--- config.mk ---
export PLATFORM = sky130hd
export DESIGN_NAME = rvc_expander
export DESIGN_NICKNAME = d
export VERILOG_FILES = /design/src/rtl/rvc_expander.sv
export SDC_FILE = /design/constraint.sdc
export NUM_CORES = 1
export LEC_CHECK = 0
export BUFFER_PORTS_ARGS = -buffer_cell sky130_fd_sc_hd__buf_2
export CAP_MARGIN = 20
export CORE_ASPECT_RATIO = 1.4
export CORE_UTILIZATION = 53
export DETAILED_ROUTE_END_ITERATION = 8
export PLACE_DENSITY = 0.9
export SYNTH_ARGS = -nofsm -noshare
export SYNTH_HDL_FRONTEND = slang
export SYNTH_SLANG_ARGS = --single-unit
--- constraint.sdc ---
create_clock -name vclk -period 5
set_input_delay 0.5 -clock vclk [all_inputs]
set_output_delay 0.5 -clock vclk [all_outputs]
set_load 0.02 [all_outputs]
--- src/rtl/rvc_expander.sv ---
// RV32C-to-RV32I expander: turns a compressed halfword into its 32-bit base-ISA
// encoding and passes full-length instructions through. Purely combinational.
module rvc_expander (
  input  logic        clk,
  input  logic        rst,
  input  logic [31:0] instr,
  output logic [31:0] instr_out
);

  localparam logic [6:0] OP_LOAD   = 7'h03;
  localparam logic [6:0] OP_IMM    = 7'h13;
  localparam logic [6:0] OP_STORE  = 7'h23;
  localparam logic [6:0] OP_REG    = 7'h33;
  localparam logic [6:0] OP_LUI    = 7'h37;
  localparam logic [6:0] OP_BRANCH = 7'h63;
  localparam logic [6:0] OP_JALR   = 7'h67;
  localparam logic [6:0] OP_JAL    = 7'h6F;

  localparam logic [4:0] X0 = 5'd0;
  localparam logic [4:0] RA = 5'd1;
  localparam logic [4:0] SP = 5'd2;

  localparam logic [31:0] EBREAK  = 32'h0010_0073;
  localparam logic [31:0] ILLEGAL = 32'h0000_0000;

  // Clock and reset exist only for interface uniformity.
  logic unused_ok;
  assign unused_ok = ^{clk, rst};

  logic [15:0] c;
  logic [4:0]  rd, rs2, rdp, rs1p;

  assign c    = instr[15:0];
  assign rd   = c[11:7];
  assign rs2  = c[6:2];
  assign rdp  = {2'b01, c[4:2]};
  assign rs1p = {2'b01, c[9:7]};

  // Immediates already unscrambled into their natural bit positions.
  logic [11:0] imm6;
  logic [11:0] addi4spn_imm;
  logic [11:0] lw_imm;
  logic [11:0] addi16sp_imm;
  logic [11:0] lwsp_imm;
  logic [11:0] swsp_imm;
  logic [19:0] lui_imm;
  logic [20:0] j_imm;
  logic [12:0] b_imm;

  assign imm6         = {{6{c[12]}}, c[12], c[6:2]};
  assign addi4spn_imm = {2'b00, c[10:7], c[12:11], c[5], c[6], 2'b00};
  assign lw_imm       = {5'b0, c[5], c[12:10], c[6], 2'b00};
  assign addi16sp_imm = {{2{c[12]}}, c[12], c[4:3], c[5], c[2], c[6], 4'b0};
  assign lwsp_imm     = {4'b0, c[3:2], c[12], c[6:4], 2'b00};
  assign swsp_imm     = {4'b0, c[8:7], c[12:9], 2'b00};
  assign lui_imm      = {{14{c[12]}}, c[12], c[6:2]};
  assign j_imm        = {{9{c[12]}}, c[12], c[8], c[10:9], c[6], c[7], c[2], c[11],
                         c[5:3], 1'b0};
  assign b_imm        = {{4{c[12]}}, c[12], c[6:5], c[2], c[11:10], c[4:3], 1'b0};

  logic [2:0] alu_f3;
  logic [6:0] alu_f7;

  always_comb begin
    alu_f3 = 3'b000;
    alu_f7 = 7'b0000000;
    case (c[6:5])
      2'b00:   begin alu_f3 = 3'b000; alu_f7 = 7'b0100000; end
      2'b01:   alu_f3 = 3'b100;
      2'b10:   alu_f3 = 3'b110;
      default: alu_f3 = 3'b111;
    endcase
  end

  always_comb begin
    instr_out = ILLEGAL;
    if (instr[1:0] == 2'b11) begin
      instr_out = instr;
    end else begin
      case ({c[1:0], c[15:13]})
        // Quadrant 0; a zero nzuimm also covers the all-zero halfword.
        5'b00_000: if (addi4spn_imm != 12'd0)
                     instr_out = {addi4spn_imm, SP, 3'b000, rdp, OP_IMM};
        5'b00_010: instr_out = {lw_imm, rs1p, 3'b010, rdp, OP_LOAD};
        5'b00_110: instr_out = {lw_imm[11:5], rdp, rs1p, 3'b010, lw_imm[4:0], OP_STORE};
        // Quadrant 1
        5'b01_000: instr_out = {imm6, rd, 3'b000, rd, OP_IMM};
        5'b01_001: instr_out = {j_imm[20], j_imm[10:1], j_imm[11], j_imm[19:12], RA, OP_JAL};
        5'b01_010: instr_out = {imm6, X0, 3'b000, rd, OP_IMM};
        5'b01_011: begin
          if (rd == SP) instr_out = {addi16sp_imm, SP, 3'b000, SP, OP_IMM};
          else          instr_out = {lui_imm, rd, OP_LUI};
        end
        5'b01_100: begin
          case (c[11:10])
            2'b00: instr_out = {7'b0000000, rs2, rs1p, 3'b101, rs1p, OP_IMM};
            2'b01: instr_out = {7'b0100000, rs2, rs1p, 3'b101, rs1p, OP_IMM};
            2'b10: instr_out = {imm6, rs1p, 3'b111, rs1p, OP_IMM};
            default: if (!c[12])
                       instr_out = {alu_f7, rdp, rs1p, alu_f3, rs1p, OP_REG};
          endcase
        end
        5'b01_101: instr_out = {j_imm[20], j_imm[10:1], j_imm[11], j_imm[19:12], X0, OP_JAL};
        5'b01_110: instr_out = {b_imm[12], b_imm[10:5], X0, rs1p, 3'b000, b_imm[4:1],
                                b_imm[11], OP_BRANCH};
        5'b01_111: instr_out = {b_imm[12], b_imm[10:5], X0, rs1p, 3'b001, b_imm[4:1],
                                b_imm[11], OP_BRANCH};
        // Quadrant 2
        5'b10_000: instr_out = {7'b0000000, rs2, rd, 3'b001, rd, OP_IMM};
        5'b10_010: instr_out = {lwsp_imm, SP, 3'b010, rd, OP_LOAD};
        5'b10_100: begin
          if (!c[12]) begin
            if (rs2 == X0) instr_out = {12'd0, rd, 3'b000, X0, OP_JALR};
            else           instr_out = {7'b0000000, rs2, X0, 3'b000, rd, OP_REG};
          end else begin
            if (rd == X0 && rs2 == X0) instr_out = EBREAK;
            else if (rs2 == X0)        instr_out = {12'd0, rd, 3'b000, RA, OP_JALR};
            else                       instr_out = {7'b0000000, rs2, rd, 3'b000, rd, OP_REG};
          end
        end
        5'b10_110: instr_out = {swsp_imm[11:5], rs2, SP, 3'b010, swsp_imm[4:0], OP_STORE};
        default:   instr_out = ILLEGAL;
      endcase
    end
  end

endmodule

==> flow_metrics.py <==
metrics = {
    "status": {
        "outcome": "finished clean",
    },
    "worst_hold_path": {
        "hold_class": "primary input to primary output",
    },
    "placed_design": {
        "place_congestion": 0.976,
        "place_area_mm2": 0.00164,
        "dp_slack_ns": 1.98,
        "dp_hpwl_um": 4080,
        "portBuffers": 64,
        "placed_cells": 319,
    },
    "floorplan": {
        "coreArea_mm2": 0.00242,
        "io_pins": 66,
        "start_util_pct": 56.5,
        "die_area_mm2": 0.00279,
        "row_count": 21,
        "die_w_um": 44.9,
        "chipHeight_um": 62.0,
    },
    "global_routing": {
        "grt_max_degree": 38,
        "grt_pass1_vias": 1857,
        "overflow": 0,
        "grt_pass1_wl_um": 8740,
        "antenna_found_initial": 0,
        "grt_use_total_pct": 41.8,
    },
    "pwr": {
        "power_density_mw_per_mm2": 105,
        "ir_drop_mv": 0.0753,
        "power_leakage_nw": 0.739,
    },
    "clock_network": {
        "post_cts_buffers": 0,
        "cts_resized": 0,
        "cts_hold_buf": 0,
    },
    "route": {
        "drt-total-wl_um": 5710,
        "wire_per_inst_um": 17.9,
        "ant_nets": 0,
        "vias": 2255,
        "drt_iter0_markers": 218,
        "via_per_inst": 7.07,
        "drc": 0,
        "dr.pass1.iters": 6,
    },
    "timing": {
        "fmaxAchievable_ghz": 0.324,
        "final_max_slew_viol_count": 0,
        "relSlewSlack_pct": 52.5,
        "worst_slew_pin_slew_ns": 0.709,
        "min_period_over_period_pct": 61.8,
        "rsz0062_at_grt": "false",
        "fin_ws_ns": 1.91,
        "finalSetupViolCount": 0,
        "min_period_ns": 3.09,
        "fin_setup_tns_ns": 0,
        "hold_viol_final": 0,
    },
    "logic_synthesis": {
        "synth_common_cells": "33 x nand2_1, 28 x o21ai_0, 21 x a21oi_1",
        "synth.distinct_cells": 50,
        "netlist_instances": 244,
        "synth_area_leader_cell": "o21ai_0",
        "synthesis.nets": 278,
        "syn_avg_cell_area_um2": 5.59,
        "synth_top_area_share_pct": 10.3,
        "synth_area_mm2": 0.00137,
        "yosysMostFrequentCell": "nand2_1",
        "yosys_warnings": 0,
        "ys_seq_area_share_pct": 0,
        "ys_top_cells_by_area": "o21ai_0 10%, nand2_1 9.1%, a21oi_1 7.7%",
    },
    "critical_path": {
        "cp-start-kind": "primary input",
        "cp-end-kind": "primary output",
        "path_max_fanout": 37,
        "crit_required_ns": 4.50,
        "worst-setup-path-type": "primary input to primary output",
        "arrival_ns": 2.59,
    },
    "final_layout": {
        "final_cells": 319,
        "multi_input_area_mm2": 0.00125,
        "nFillCells": 270,
        "syn_to_final_growth_pct": 19.8,
        "seq_cells": 0,
        "antenna_cells": 0,
        "final_core_util_pct": 67.7,
        "n_clock_buffer": 0,
        "final_area_mm2": 0.00164,
        "register_area_um2": 0,
        "layout-drive-gt1-share_pct": 24.6,
        "fin_nets": 321,
    },
    "job": {
        "drv_cap": 0,
    },
}
-- stage by stage --
stage | hold WS (ns) | total power, mW
global placement | 1.31 | 0.165
CTS | 1.32 | 0.167
global route | 1.34 | 0.183
floorplan | 1.18 | 0.113
detailed placement | 1.32 | 0.166
finish | 1.32 | 0.171
-- cell usage in the layout (no fill, tap or decap), drive strengths merged, types with 2 or more instances in the layout --
cell     instances
a211o            3
a211oi           2
a21boi           2
a21o             2
a21oi           21
a221o            3
a221oi           2
a22o             2
a22oi            5
a31oi            2
a32o             2
a32oi            2
and2             4
and3             2
buf             64
inv              6
nand2           33
nand2b           9
nand3           13
nand4            7
nor2            18
nor2b            7
nor3            10
nor4             4
o2111ai          4
o211ai           3
o21ai           29
o21bai           3
o221ai           3
or3              4
-- worst max-delay path, stage by stage --
cell and delay [ns]:
buf_2 0.48, nor3b_1 0.46, nand2_1 0.20, a211oi_1 0.40, nor4_2 0.14, o2111ai_1 0.20, buf_2 0.19
-- worst paths after layout --
kind,from,endpoint,slack [ns],cells after the start
setup / recovery,instr[1],instr_out[16],1.91,7
hold / removal,instr[30],instr_out[30],1.32,4
-- routing by layer --
metal  wire length, um  track usage (%)  part of all wire (%)  vias up
met5                 0                0                     0        -
met4               206             16.9                   3.6        0
met3               705             5.78                    12       36
met2              2700             68.5                    47      214
met1              2090             54.8                    37      990
li1                  -                -                     -     1015
-- cells by family (layout without fill, tap and decap cells) --
group | count (synthesis) | in the layout | synth area share [%]
compound gates | 97 | 97 | 46.8
buf+inv | 30 | 71 | 8.71
simple gates | 117 | 117 | 44.5
-- report_power, final --
part	switching [mW]	internal [mW]	leakage [nW]
sequential	0	0	0
clock	0	0	0
combinational	0.114	0.0571	0.739
-- area by class of cell --
cell class,instances,area share [%]
well taps,34,2.60
inverters,7,1.61
repair buffers,64,19.6
multi-input cells,214,76.2
Power figures use the tool's default switching activity.
